--- config.mk ---
export PLATFORM = sky130hd
export DESIGN_NAME = adder_share_arbiter
export DESIGN_NICKNAME = d
export VERILOG_FILES = /design/src/rtl/adder_share_arbiter.sv
export SDC_FILE = /design/constraint.sdc
export NUM_CORES = 1
export LEC_CHECK = 0
export CORE_MARGIN = 3
export CORE_UTILIZATION = 40
export CTS_CLUSTER_DIAMETER = 80
export DETAILED_ROUTE_END_ITERATION = 8
export PLACE_DENSITY = 0.84
export SLEW_MARGIN = 20
export SYNTH_ARGS = -nofsm -noshare
export SYNTH_HDL_FRONTEND = slang
export SYNTH_SLANG_ARGS = --single-unit
export TNS_END_PERCENT = 50
--- constraint.sdc ---
create_clock -name clk -period 10.4 [get_ports clk]
set_input_delay 1.56 -clock clk [delete_from_list [all_inputs] [get_ports clk]]
set_output_delay 1.56 -clock clk [all_outputs]
set_load 0.01 [all_outputs]
--- src/rtl/adder_share_arbiter.sv ---
// Round-robin arbiter time-sharing one registered adder among NREQ requesters.
// A grant launches operands, the adder answers one edge later, and the sum returns as a one-cycle pulse.
module adder_share_arbiter #(
    parameter int NREQ  = 2,
    parameter int WIDTH = 32,
    parameter int IDW   = 2
) (
    input  logic                  clk,
    input  logic                  reset,
    input  logic [NREQ-1:0]       req_valid,
    input  logic [NREQ*WIDTH-1:0] req_a,
    input  logic [NREQ*WIDTH-1:0] req_b,
    output logic [NREQ-1:0]       req_ready,
    output logic [WIDTH-1:0]      add_in1,
    output logic [WIDTH-1:0]      add_in2,
    input  logic [WIDTH-1:0]      add_out,
    output logic                  rsp_valid,
    output logic [IDW-1:0]        rsp_id,
    output logic [WIDTH-1:0]      rsp_data,
    output logic                  busy
);

    typedef enum logic [1:0] {
        IDLE    = 2'd0,
        ISSUE   = 2'd1,
        CAPTURE = 2'd2
    } state_t;

    state_t           state;
    state_t           state_next;
    logic [IDW-1:0]   ptr;
    logic [IDW-1:0]   id;
    logic [IDW-1:0]   winner;
    logic [IDW-1:0]   ptr_next;
    logic [IDW-1:0]   win_hi;
    logic [IDW-1:0]   win_lo;
    logic             found_hi;
    logic             found_lo;
    logic             found;
    logic             grant;
    logic [WIDTH-1:0] sel_a;
    logic [WIDTH-1:0] sel_b;

    // Round-robin search: first valid at or above ptr, else the first valid overall (wrap).
    always_comb begin
        // NOTE: every always_comb output gets a default first so no path can infer a latch.
        found_hi = 1'b0;
        found_lo = 1'b0;
        win_hi   = '0;
        win_lo   = '0;
        for (int i = 0; i < NREQ; i++) begin
            if (req_valid[i] && (IDW'(i) >= ptr) && !found_hi) begin
                found_hi = 1'b1;
                win_hi   = IDW'(i);
            end
            if (req_valid[i] && !found_lo) begin
                found_lo = 1'b1;
                win_lo   = IDW'(i);
            end
        end
        found  = found_hi | found_lo;
        winner = found_hi ? win_hi : win_lo;
    end

    always_comb begin
        sel_a = '0;
        sel_b = '0;
        for (int i = 0; i < NREQ; i++) begin
            if (winner == IDW'(i)) begin
                sel_a = req_a[i*WIDTH +: WIDTH];
                sel_b = req_b[i*WIDTH +: WIDTH];
            end
        end
    end

    assign grant    = (state == IDLE) && found;
    assign ptr_next = (winner == IDW'(NREQ - 1)) ? '0 : winner + 1'b1;

    // State register
    always_ff @(posedge clk or posedge reset) begin
        // NOTE: sequential state uses non-blocking assignments so every flop samples pre-edge values.
        if (reset) state <= IDLE;
        else       state <= state_next;
    end

    // Next-state logic
    always_comb begin
        state_next = state;
        case (state)
            IDLE:    if (found) state_next = ISSUE;
            ISSUE:   state_next = CAPTURE;
            CAPTURE: state_next = IDLE;
            default: state_next = IDLE;
        endcase
    end

    // Outputs; grants are suppressed while reset is held even if requests are already pending.
    always_comb begin
        req_ready = '0;
        busy      = (state != IDLE);
        if (grant && !reset) begin
            for (int i = 0; i < NREQ; i++) req_ready[i] = (winner == IDW'(i));
        end
    end

    // Operand launch, round-robin pointer and response capture
    always_ff @(posedge clk or posedge reset) begin
        if (reset) begin
            ptr       <= '0;
            id        <= '0;
            add_in1   <= '0;
            add_in2   <= '0;
            rsp_valid <= 1'b0;
            rsp_id    <= '0;
            rsp_data  <= '0;
        end else begin
            rsp_valid <= (state == CAPTURE);
            if (grant) begin
                add_in1 <= sel_a;
                add_in2 <= sel_b;
                id      <= winner;
                ptr     <= ptr_next;
            end
            if (state == CAPTURE) begin
                rsp_data <= add_out;
                rsp_id   <= id;
            end
        end
    end

endmodule

# Word-level counts from Yosys, hierarchy flattened
# Index checks and enable logic that the tools add are counted.
# word_totals
elab_cells,43
output_inout_bits,102
ff_bits,105
inputBits,164
# op_classes
eq_ne,4
mux,15
n_bitwise,1
add_sub_neg,1
reduce_logical,12
n_lt_le_gt_ge,2
# ops
operator,count
32-bit 2-to-1 mux,4
2-bit 2-to-1 mux,4
1-bit logical AND,6
1-bit 2-to-1 mux,6
"2-bit by 1-bit equality test with 1-bit output, second input constant",2
"1-bit by 2-bit greater-or-equal comparator with 1-bit output, first input constant",2
2-bit zero test,2
2-bit one-hot mux with 2 select lines,1
1-bit zero test,3
"2-bit by 1-bit adder with 2-bit output, second input constant",1
"2-bit equality test, second input constant",1
"2-bit inequality test, second input constant",1
2-bit nonzero test,1
1-bit OR,1

# Logic depth before layout (Yosys ltp)
# Gate-level depths: netlist (run 1).
# logic_depth
ltp_word,10
depth_mapped,5
mapped_depth_nobuf,3

# Least setup slack after synthesis (run 1)
# OpenSTA, ideal clock, no wires.
# synth_path
path_type,input-to-output
startpoint,input port reset
endpoint,output port req_ready[0]
path_buffers,0
path_stages,2
required_ns,8.840
slack_ns,4.679
t_arrival_ns,4.161
path_cell_list,inv_1 > and3_1
# synth_between
elab_chain_cells,3
# synth_lines
element,line,source
start: declaration,9,"input logic reset,"
1-bit zero test (no line),-,
1-bit logical AND,101,if (grant && !reset) begin
2-bit 2-to-1 mux,101,
end: declaration,13,"output logic [NREQ-1:0] req_ready,"
# Every way passes these cells.

# Worst setup path in the final report (run 1)
# Ends and elaborated chain as after synthesis.

==> results of run 1 <==
## metrics by stage
step                      setup WS [ns]  utilization  instances  power [mW]  area (um^2)
after floorplan                    4.68            -        311        1.23         4280
after global placement             4.86        0.669        683        1.73         6940
after detailed placement           4.77        0.669        683        1.76         6940
after CTS                          4.79        0.690        699        2.03         7160
after global routing               4.59        0.690        699        2.13         7160
final                              4.88        0.690        699        2.01         7160
## where the power goes
| part | internal, mW | switching (mW) | total (mW) | leakage [nW] |
|---|---|---|---|---|
| clock network | 0.137 | 0.128 | 0.265 | 0.115 |
| logic | 0.613 | 0.421 | 1.03 | 1.81 |
| registers | 0.596 | 0.118 | 0.714 | 1.24 |
## flip-flops by register name, indices dropped and copies added (netlist names)
signal,count
state,2
rsp_valid,1
add_in1,32
rsp_id,1
ptr,1
rsp_data,32
add_in2,32
id,1
## synth_stat cells
master                     count  area [um^2]
sky130_fd_sc_hd__conb_1        1         3.75
sky130_fd_sc_hd__buf_4         7         52.6
sky130_fd_sc_hd__inv_1         3         11.3
sky130_fd_sc_hd__clkbuf_1     11         41.3
sky130_fd_sc_hd__a22o_1        1         8.76
sky130_fd_sc_hd__and3_1       65          407
sky130_fd_sc_hd__nor2_4        1         11.3
sky130_fd_sc_hd__mux2_2       33          372
sky130_fd_sc_hd__and2_1        1         6.26
sky130_fd_sc_hd__buf_2         9         45.0
sky130_fd_sc_hd__a21boi_2      1         11.3
sky130_fd_sc_hd__o21ai_2       1         8.76
sky130_fd_sc_hd__dfrtp_1     102         2550
sky130_fd_sc_hd__buf_6         6         67.6
sky130_fd_sc_hd__a221o_1      64          641
sky130_fd_sc_hd__nand2b_1      1         6.26
sky130_fd_sc_hd__a21o_1        1         7.51
sky130_fd_sc_hd__nor2b_1       2         12.5
sky130_fd_sc_hd__and3_4        1         11.3
## cell families after synthesis
kind of cell | after synthesis | share of synthesized area
AOI/OAI and AO/OA | 68 | 0.158
and+or+nand+nor | 71 | 0.106
buffers and inverters | 36 | 0.0509
muxes | 33 | 0.0869
other | 1 | 0.000877
DFF | 102 | 0.597
## worst max-delay path, cell delays in order
cell                              delay (ns)
sky130_fd_sc_hd__clkdlybuf4s50_1        0.44
sky130_fd_sc_hd__inv_4                  0.42
sky130_fd_sc_hd__buf_4                  0.67
sky130_fd_sc_hd__and3_1                 0.28
sky130_fd_sc_hd__clkdlybuf4s50_1        0.54
## worst paths after layout
check | endpoint | slack, ns | cells past startpoint
setup / recovery | req_ready[0] | 4.88 | 5
hold reg to reg | id[0]$_DFFE_PP0P_ | 0.48 | 1
min in group asynchronous | add_in1[25]$_DFFE_PP0P_ | 1.61 | 2
setup reg to reg | add_in2[3]$_DFFE_PP0P_ | 8.29 | 5
max in group asynchronous | add_in1[30]$_DFFE_PP0P_ | 7.67 | 3
hold / removal | id[0]$_DFFE_PP0P_ | 0.48 | 1
## metal layers
layer / GRT usage / vias to the layer above / part of all wire
met3: 0.0699 / 21 / 0.099
met4: 0.0766 / 0 / 0.023
li1: - / 1700 / -
met5: 0 / - / 0
met1: 0.249 / 1771 / 0.38
met2: 0.355 / 183 / 0.49
## cell usage in the layout (no fill, tap or decap), types with 2 or more instances in the layout
cell type                         netlist  layout
sky130_fd_sc_hd__a221o_1               64      64
sky130_fd_sc_hd__and3_1                65      65
sky130_fd_sc_hd__buf_4                  7       5
sky130_fd_sc_hd__clkbuf_8               0      13
sky130_fd_sc_hd__clkdlybuf4s50_1        0     264
sky130_fd_sc_hd__clkinv_2               0       2
sky130_fd_sc_hd__dfrtp_1              102     102
sky130_fd_sc_hd__inv_1                  3       2
sky130_fd_sc_hd__mux2_2                33      33
## layout make-up
class | instances | share of cell area
timing repair buffer | 269 | 0.374
sequential | 102 | 0.357
multi-input combinational | 173 | 0.213
clock buffer | 13 | 0.0250
tap | 136 | 0.0238
clock inverter | 3 | 0.00559
inverter | 3 | 0.00192
==> results.toml, run 1 <==
[run_status]
status = "completed"

[floorplan]
placeableCoreArea_um2 = 10400
die_w_um = 109
io-pin-count = 266
fp.dieArea_um2 = 12000
chipHeight_um = 109
core.rowCount = 37
initial_utilization = 0.412

[clocking]
clkSlewWorstSetupHoldPaths_ns = 0.09
clock_tree_from_tritoncts = "done"
cts_resized = 0
clock-root-buffer = "sky130_fd_sc_hd__clkbuf_8"
clock_tree.htree_level_count = 3
max-clock-path-buffers = 2
cts_post_setup_buffers_inserted = 0
clkSinkCount = 102
worst_skew_pair.late_latency_ns = 0.35
clock_buffers_created_by_tritoncts = 9
postCtsHoldBufs = 0

[route]
drc = 0
detailroute.via_count = 3675
route.detailed.wl_per_inst_um = 18.8
detail_route.iter0.violations = 162
vias_per_cell = 5.26
drt.antenna.violating_nets = 0
detailedRoute.firstPassIterationCount = 4
finalWirelength_mm = 13.1

[finish]
antenna_cells = 0
total_area_of_multi_input_combinational_cells_um2 = 1520
design.final.nets = 722
seqCellArea_um2 = 2550
n_fill_cell = 764
drive_gt1_frac = 0.107
layout-area-overhead-vs-synth_pct = 67.4

[critical_path]
cp_data_required_time_ns = 8.84
worst_ep_arrival_time_ns = 3.96
end_kind = "output port"
setup.worst_path.class = "input port to output port"
r2r_start = "state[0]$_DFFE_PP0P_"
crit_start = "reset"
highest_fanout_seen_on_the_critical_path = 59
critical_path.startpoint_type = "input port"

[pwr]
irDropWorstVdd_mv = 0.166
power-per-cell-area_nw_per_um2 = 281
leak_nw = 3.17

[placed_design]
routability_driven_placement_congestion_ratio = 0.769
numPortBuffers = 264
hpwlAfterDp_mm = 9.60

[global_routing]
grt_max_degree = 69
grt_pass1_vias = 3720
global_route_wire_length_before_repair_mm = 19.4
grt_antenna_before_repair = 0
grt_util_all_layers = 0.210
globalRouteOverflowTotal = 0

[logic_synthesis]
postSynthNetCount = 475
synth.distinct_cells = 19
synth_register_bits = 102
avgSynthCellArea_um2 = 13.8
postSynthCellCount = 311
yosysWarnings = 0
synth_seq_area_share = 0.597
synthesis.area_um2 = 4280

[timing]
worst_pin_slew_ns = 0.716
rsz0062_at_grt = "no"
tns_ns = 0
finalCritPeriodShare = 0.531
setup_viol = 0
clock_skew_ns = 0.00781
finalMaxSlewViolations = 0
max-slew-margin-rel = 0.523
fin_crit_ns = 5.52
max_frequency_ghz = 0.181
hold_viol_final = 0
timing.hold.ws_ns = 0.485

[hold_path]
worstHoldPathType = "flip-flop to flip-flop"
hp-start = "id[0]$_DFFE_PP0P_"

[run]
drv_cap = 0
Note: power is estimated with default switching activity, not from simulation.
==> run 2, diff against run 1 <==
--- a/config.mk
+++ b/config.mk
@@ -6,10 +6,10 @@
 export NUM_CORES = 1
 export LEC_CHECK = 0
 export CORE_MARGIN = 3
-export CORE_UTILIZATION = 40
+export CORE_UTILIZATION = 37
 export CTS_CLUSTER_DIAMETER = 80
 export DETAILED_ROUTE_END_ITERATION = 8
-export PLACE_DENSITY = 0.84
+export PLACE_DENSITY = 0.79
 export SLEW_MARGIN = 20
 export SYNTH_ARGS = -nofsm -noshare
 export SYNTH_HDL_FRONTEND = slang
==> constraint.sdc (replaced) <==
create_clock -name clk -period 5.47 [get_ports clk]
set_input_delay 0.8205 -clock clk [delete_from_list [all_inputs] [get_ports clk]]
set_output_delay 0.8205 -clock clk [all_outputs]
set_load 0.01 [all_outputs]
==> run 2 against run 1 <==
  * Sequential share of layout area is 0.38 points lower
  * Wire length is 4.5% higher
  * Largest cell class unchanged
  * Sequential power is 89% higher
  * Non-clock buffer count did not move
  * Clock-buffer cell count fell by 3
==> results.toml, run 2 (synthesized netlist as in run 1, its figures left out) <==
[run_status]
status = "completed"

[route]
detailroute.via_count = 3715
vias_per_cell = 5.28
finalWirelength_mm = 13.7
route.detailed.wl_per_inst_um = 19.5
drt.antenna.violating_nets = 0
detailedRoute.firstPassIterationCount = 4
detail_route.iter0.violations = 177
drc = 0

[timing]
worst_pin_slew_ns = 0.742
clock_skew_ns = 0.00383
setup_viol = 0
finalCritPeriodShare = 0.690
hold_viol_final = 0
tns_ns = 0
timing.hold.ws_ns = 0.480
rsz0062_at_grt = "no"
max_frequency_ghz = 0.265
finalMaxSlewViolations = 0
fin_crit_ns = 3.77
max-slew-margin-rel = 0.505

[critical_path]
slowest_delay_ns = 0.81
end_kind = "output port"
r2r_start = "state[0]$_DFFE_PP0P_"
cp_cell_sequence = "nor2_4, buf_4, and3_4, and2_1, clkdlybuf4s50_1"
setup.worst_path.class = "flip-flop to output port"
cp_data_required_time_ns = 4.65
critical_path.startpoint_type = "flip-flop"
highest_fanout_seen_on_the_critical_path = 69
worst_ep_arrival_time_ns = 2.95
timing.critical_path.slowest_stage_cell = "sky130_fd_sc_hd__and3_4"
crit_start = "state[0]$_DFFE_PP0P_"

[finish]
design.final.nets = 722
reg_top3 = "add_in1 x32, add_in2 x32, rsp_data x32"
commonest_cells_after_routing_fill_and_taps_aside = "264 x sky130_fd_sc_hd__clkdlybuf4s50_1, 102 x sky130_fd_sc_hd__dfrtp_1, 65 x sky130_fd_sc_hd__and3_1"
drive_gt1_frac = 0.105
n_fill_cell = 846
antenna_cells = 0
final_common_cell = "sky130_fd_sc_hd__clkdlybuf4s50_1"
fin_area_um2 = 7240
layout-area-overhead-vs-synth_pct = 69.2

[global_routing]
grt_pass1_vias = 4050
grt_util_all_layers = 0.212
globalRouteOverflowTotal = 0
global_route_wire_length_before_repair_mm = 21.5
grt_antenna_before_repair = 0
grt_max_degree = 70

[floorplan]
core.rowCount = 38
chipHeight_um = 114
io-pin-count = 266
placeableCoreArea_um2 = 11100
fp.dieArea_um2 = 12900
initial_utilization = 0.386
die_w_um = 114

[clocking]
cts_post_setup_buffers_inserted = 0
clkSlewWorstSetupHoldPaths_ns = 0.06
worst_skew_pair.late_latency_ns = 0.33
clock_buffers_created_by_tritoncts = 9
max-clock-path-buffers = 2
clock_tree.htree_level_count = 3
cts_resized = 0
postCtsHoldBufs = 0
clkSinkCount = 102
clock-root-buffer = "sky130_fd_sc_hd__clkbuf_16"
clock_tree_from_tritoncts = "done"

[placed_design]
numPortBuffers = 264
hpwlAfterDp_mm = 9.97
routability_driven_placement_congestion_ratio = 0.752
placement.cell_area_um2 = 6950

[run]
drv_cap = 0

[hold_path]
hp-start = "id[0]$_DFFE_PP0P_"
worstHoldPathType = "flip-flop to flip-flop"

[pwr]
post-layout-total-power_mw = 3.95
power.share.switching = 0.328
power.switching_mw = 1.29
power-per-cell-area_nw_per_um2 = 546
power.internal_mw = 2.65
leak_nw = 3.19
pwr-share-seq = 0.341
p_clk_frac = 0.157
irDropWorstVdd_mv = 0.317
comb_pwr_share = 0.503
run 2: cell count changes in the layout (fill, tap and decap cells not counted), sizes merged:
cell / delta
clkbuf: -3
clkinvlp: +3
run 2: path summary, 6_finish.rpt:
check | to | slack [ns] | cells after the start
max | req_ready[1] | 1.70 | 5
min | id[0]$_DFFE_PP0P_ | 0.48 | 1
min reg2reg | id[0]$_DFFE_PP0P_ | 0.48 | 1
min in group asynchronous | rsp_data[15]$_DFFE_PP0P_ | 0.90 | 2
max reg2reg | add_in2[10]$_DFFE_PP0P_ | 3.20 | 5
max in group asynchronous | add_in1[26]$_DFFE_PP0P_ | 3.41 | 3
run 2: critical path: cells and delay by family (launching register included):
kind | cells | cell delay [ns]
buffers and inverters | 2 | 1.04
DFF | 1 | 0.42
and+or+nand+nor | 3 | 1.14
run 2: per-stage QoR:
| stage | std cells | utilization | setup WS [ns] |
|---|---|---|---|
| finish | 703 | 0.653 | 1.70 |
| global route | 703 | 0.653 | 1.52 |
| CTS | 703 | 0.653 | 1.70 |
| detailed placement | 687 | 0.627 | 1.73 |
| global placement | 687 | 0.627 | 1.72 |
| floorplan | 311 | - | 1.23 |
run 2: final cells by class:
class / count / area (um^2) / area share
multi-input cells: 173 / 1520 / 0.211
well taps: 140 / 175 / 0.0242
flip-flops and latches: 102 / 2550 / 0.353
repair buffers: 269 / 2680 / 0.370
clock inverters: 6 / 62.6 / 0.00864
inverters: 3 / 13.8 / 0.00190
clock buffers: 10 / 229 / 0.0316
run 2: power by group through the flow:
stage | combinational [mW] | sequential (mW) | clock [mW]
detailed placement | 2.01 | 1.35 | 0
floorplan | 0.833 | 1.50 | 0
global placement | 1.96 | 1.34 | 0
global route | 2.12 | 1.40 | 0.665
finish | 1.98 | 1.35 | 0.618
CTS | 2.01 | 1.35 | 0.636
run 2: routing by layer:
| layer | vias to the layer above | share of wire | routed length (um) | global-route usage |
|---|---|---|---|---|
| met4 | 0 | 0.022 | 303 | 0.0713 |
| met3 | 22 | 0.078 | 1070 | 0.0642 |
| met2 | 168 | 0.50 | 6920 | 0.366 |
| met1 | 1827 | 0.40 | 5430 | 0.251 |
| met5 | - | 0 | 0 | 0 |
| li1 | 1698 | - | - | - |
==> run 3, diff against run 2 <==
==> constraint.sdc (replaced) <==
create_clock -name clk -period 3.53 [get_ports clk]
set_input_delay 0.5295 -clock clk [delete_from_list [all_inputs] [get_ports clk]]
set_output_delay 0.5295 -clock clk [all_outputs]
set_load 0.01 [all_outputs]
==> run 3 against run 2 <==
  * Design area increased by 0.19%
  * Register-to-register slack worse by 1.8 ns
  * Clock-buffer cell count decreased by 1
  * Highest routed layer unchanged
  * Largest power group unchanged
  * Sequential power grew 54%
  * Critical path type unchanged
  * Sequential cell count unchanged
  * Global-route usage decreased by 0.73 points
  * Via count down 1.5%
  * Core utilization rose by 0.12 points
==> results.toml, run 3 (synthesized netlist as in run 1, its figures left out) <==
[run_status]
status = "completed"

[finish]
reg_top3 = "add_in1 x32, add_in2 x32, rsp_data x32"
commonest_cells_after_routing_fill_and_taps_aside = "264 x sky130_fd_sc_hd__clkdlybuf4s50_1, 102 x sky130_fd_sc_hd__dfrtp_1, 65 x sky130_fd_sc_hd__and3_1"
layout-area-overhead-vs-synth_pct = 69.5
total_area_of_multi_input_combinational_cells_um2 = 1520
design.final.nets = 725
drive_gt1_frac = 0.110
seqCellArea_um2 = 2550
n_fill_cell = 869
final_common_cell = "sky130_fd_sc_hd__clkdlybuf4s50_1"
final_core_utilization = 0.655
antenna_cells = 0

[route]
finalWirelength_mm = 13.5
detail_route.iter0.violations = 174
drt.antenna.violating_nets = 0
drc = 0
detailedRoute.firstPassIterationCount = 4
vias_per_cell = 5.19
route.detailed.wl_per_inst_um = 19.1
detailroute.via_count = 3661

[critical_path]
cp_data_required_time_ns = 3.00
r2r.worst_path.cells = 4
crit_start = "state[0]$_DFFE_PP0P_"
r2r_start = "state[0]$_DFFE_PP0P_"
slowest_delay_ns = 0.48
endpoint_of_the_most_critical_register_to_register_path = "add_in1[26]$_DFFE_PP0P_"
reg2reg_slack_ns = 1.40
cp_cell_sequence = "nor2_4, buf_4, inv_1, clkdlybuf4s50_1"
critical_path.startpoint_type = "flip-flop"
end_kind = "output port"
setup.worst_path.class = "flip-flop to output port"
setup.worst_path.end = "busy"
worst_ep_arrival_time_ns = 2.26
highest_fanout_seen_on_the_critical_path = 46
timing.critical_path.slowest_stage_cell = "sky130_fd_sc_hd__nor2_4"

[timing]
hold_viol_final = 0
finalMaxSlewViolations = 0
max_frequency_ghz = 0.359
fin_ws_ns = 0.744
rsz0062_at_grt = "no"
max-slew-margin-rel = 0.509
fin_crit_ns = 2.79
tns_ns = 0
worst_pin_slew_ns = 0.736
clock_skew_ns = 0.0101
finalCritPeriodShare = 0.789
setup_viol = 0

[floorplan]
initial_utilization = 0.386
chipHeight_um = 114
fp.dieArea_um2 = 12900
placeableCoreArea_um2 = 11100
io-pin-count = 266
die_w_um = 114
core.rowCount = 38

[pwr]
irDropWorstVdd_mv = 0.388
leak_nw = 3.20
power-per-cell-area_nw_per_um2 = 839

[run]
drv_cap = 0

[clocking]
clock_tree.htree_level_count = 3
cts_post_setup_buffers_inserted = 0
clock_tree_from_tritoncts = "done"
postCtsHoldBufs = 0
cts_resized = 0
clock_buffers_created_by_tritoncts = 9
worst_skew_pair.late_latency_ns = 0.33
clkSlewWorstSetupHoldPaths_ns = 0.07
clock-root-buffer = "sky130_fd_sc_hd__clkbuf_16"
max-clock-path-buffers = 2
clkSinkCount = 102

[placed_design]
routability_driven_placement_congestion_ratio = 0.775
pre_cts_ws_ns = 0.930
hpwlAfterDp_mm = 10.0
numPortBuffers = 264

[global_routing]
grt_antenna_before_repair = 0
grt_max_degree = 66
grt_util_all_layers = 0.204
global_route_wire_length_before_repair_mm = 20.8
globalRouteOverflowTotal = 0
grt_pass1_vias = 3917

[hold_path]
worstHoldPathType = "input port to async pin"
## run 3: cell count changes in the layout (fill, tap and decap cells not counted), sizes merged
| cell | change |
|---|---|
| clkinvlp | -1 |
| inv | +1 |
| buf | +3 |
| clkbuf | -1 |
| bufinv | -1 |
| clkinv | +1 |
## run 3: final cells by class
| type | count | share of cell area |
|---|---|---|
| inverter | 3 | 0.00207 |
| timing repair buffer | 272 | 0.373 |
| multi-input combinational | 173 | 0.210 |
| clock buffer | 9 | 0.0311 |
| sequential | 102 | 0.352 |
| tap | 140 | 0.0242 |
| clock inverter | 6 | 0.00777 |
## run 3: worst min path at each step
stage,endpoint,slack [ns],start
after floorplan,id[0]$_DFFE_PP0P_,0.44,id[0]$_DFFE_PP0P_
after global placement,id[0]$_DFFE_PP0P_,0.45,id[0]$_DFFE_PP0P_
after detailed placement,id[0]$_DFFE_PP0P_,0.47,id[0]$_DFFE_PP0P_
after CTS,add_in1[17]$_DFFE_PP0P_,0.42,reset
after global routing,add_in1[17]$_DFFE_PP0P_,0.44,reset
final,add_in1[17]$_DFFE_PP0P_,0.43,reset
## run 3: power by group
group,internal [mW],switching (mW)
combinational,1.82,1.26
clock,0.488,0.439
sequential,1.76,0.324
## run 3: layer usage
| metal | wire length [um] | global-route usage | vias to the layer above | part of all wire |
|---|---|---|---|---|
| met4 | 301 | 0.0657 | 0 | 0.022 |
| met3 | 1140 | 0.0573 | 21 | 0.085 |
| met1 | 5240 | 0.246 | 1754 | 0.39 |
| met2 | 6770 | 0.354 | 177 | 0.50 |
| li1 | - | - | 1709 | - |
| met5 | 0 | 0 | - | 0 |
## run 3: worst max-delay path, delay by kind of cell (launching register included)
family | cells | cell delay [ns]
buf+inv | 3 | 1.00
simple gates | 1 | 0.48
flops | 1 | 0.42
## run 3: through the flow
stage               hold slack, ns  instances  cell area (um^2)  power, mW
floorplan                    0.444        311              4280       3.62
global placement             0.454        690              6970       5.11
detailed placement           0.466        690              6970       5.22
CTS                          0.423        705              7250       6.17
global route                 0.444        705              7250       6.46
finish                       0.431        705              7250       6.09
==> RTL change: new RTL, flow settings as in run 3 <==
Encoding of `state_t`: now one-hot (3 bits for 3 states).
--- a/src/rtl/adder_share_arbiter.sv
+++ b/src/rtl/adder_share_arbiter.sv
@@ -20,10 +20,10 @@
     output logic                  busy
 );
 
-    typedef enum logic [1:0] {
-        IDLE    = 2'd0,
-        ISSUE   = 2'd1,
-        CAPTURE = 2'd2
+    typedef enum logic [2:0] {
+        IDLE    = 3'b001,
+        ISSUE   = 3'b010,
+        CAPTURE = 3'b100
     } state_t;
 
     state_t           state;
Behaviour: same outputs for any inputs over 10 cycles, from zero or initial values and one cycle with reset high; not proved beyond that.
==> RTL change against run 3 <==
- total power is 1.2% higher
- largest cell class unchanged
- routed wire length is 3.1% higher
- highest routed layer unchanged
- synthesized area is 2.4% higher
- largest power group unchanged
- setup slack worse by 0.048 ns
- first-iteration DRC count is 22% higher
- clock skew is 0.0016 ns lower
- non-clock buffer count is 2 higher
- sequential cell count is 1 higher
- design area is 2.9% higher
==> RTL change: results (changes against run 3) <==
- Status: completed
- Number of global-route vias before repair: 4,042 (+3.2%)
- Pleak: 2.92 nW (-8.8%)
- Top cells by count, synth: 102 x dfrtp_1, 64 x a2bb2oi_1, 64 x o32ai_1
- First DRT Iteration DRCs: 212 (+22%)
- Sequential share of the synthesized area: 0.589 (-0.00815)
- Slack of the worst reg-to-reg path: 1.70 ns (+0.30 ns)
- Clock Skew: 0.00857 ns (-0.00156 ns)
- Met1 usage: 0.243 (-0.00285)
- Hold WS: 0.487 ns (+0.0567 ns)
- Final Non-Filler Cells: 715 (+1.4%)
- # nets final: 731 (+0.83%)
- Met3 GRT Util: 0.0679 (+0.0106)
- Slowest CP cell: buf_4
- Global Route Usage Sum: 0.202 (-0.00270)
- First-pass GRT wire length: 21,200 µm (+2.2%)
- Placed insts: 699 (+1.3%)
- Main area contributors after synthesis: dfrtp_1 58%, a2bb2oi_1 13%, o32ai_1 13%
- Mux contribution to synthesized area: 0.0848 (-0.00206)
- Detailed Place HPWL: 9940 µm (-0.82%)
- Net count after synthesis: 486 (+2.3%)
- VDD IR-drop max: 0.000502 V (+30%)
- Filler instances: 905 (+4.1%)
- Yosys cell types: 22 (+3)
- Compound-Gate Fraction of Synth Area: 0.263 (+0.105)
- CP max FO: 66 (+43%)
- Slew HR: 0.389 (-0.120)
- Critical Path AT: 2.30 ns (+0.04 ns)
- WL/cell: 19.4 µm (+1.6%)
- Pin count of the biggest net entering global routing: 74 (+12%)
- Worst r2r dst: ptr[0]
==> RTL change: changes by cell type after synthesis, moves of 3 or more <==
cell,change
buf_6,-6
a221o_1,-64
clkbuf_1,+8
mux2_1,+29
and3_1,-64
nor3b_2,+3
o32ai_1,+64
buf_1,+3
mux2_2,-29
a2bb2oi_1,+64
buf_2,+3
==> RTL change: per-stage QoR <==
| stage | area (µm²) | power (W) | setup WS (ns) | util |
|---|---|---|---|---|
| 3_5_place_dp | 7110 | 0.00507 | 0.963 | 0.618 |
| 3_3_place_gp | 7110 | 0.00500 | 0.952 | 0.618 |
| 5_1_grt | 7460 | 0.00652 | 0.573 | 0.648 |
| 4_1_cts | 7460 | 0.00623 | 0.676 | 0.648 |
| 6_report | 7460 | 0.00616 | 0.696 | 0.648 |
| 2_1_floorplan | 4380 | 0.00348 | 0.546 | - |
==> RTL change: cell type report <==
cell class / count / area [µm²] / share of cell area
clock inverter: 7 / 120 / 0.0161
inverter: 4 / 18.8 / 0.00252
multi-input combinational: 175 / 1620 / 0.217
timing repair buffer: 274 / 2720 / 0.364
clock buffer: 9 / 225 / 0.0302
tap: 143 / 179 / 0.0240
sequential: 103 / 2580 / 0.346
==> RTL change: power by group <==
part           switching [W]  internal (W)
clock               0.000433      0.000696
combinational        0.00124       0.00173
sequential          0.000305       0.00175
==> RTL change: layer usage <==
metal	vias to the layer above	share of wire
met5	-	0
met3	15	0.097
met1	1934	0.40
li1	1792	-
met4	0	0.012
met2	182	0.49
==> RTL change: worst register-to-register path: stages, from the launching register on <==
cell	delay [ns]
dfstp_2	0.57
nor3b_4	0.20
buf_4	0.59
nand3b_1	0.21
o21a_1	0.15
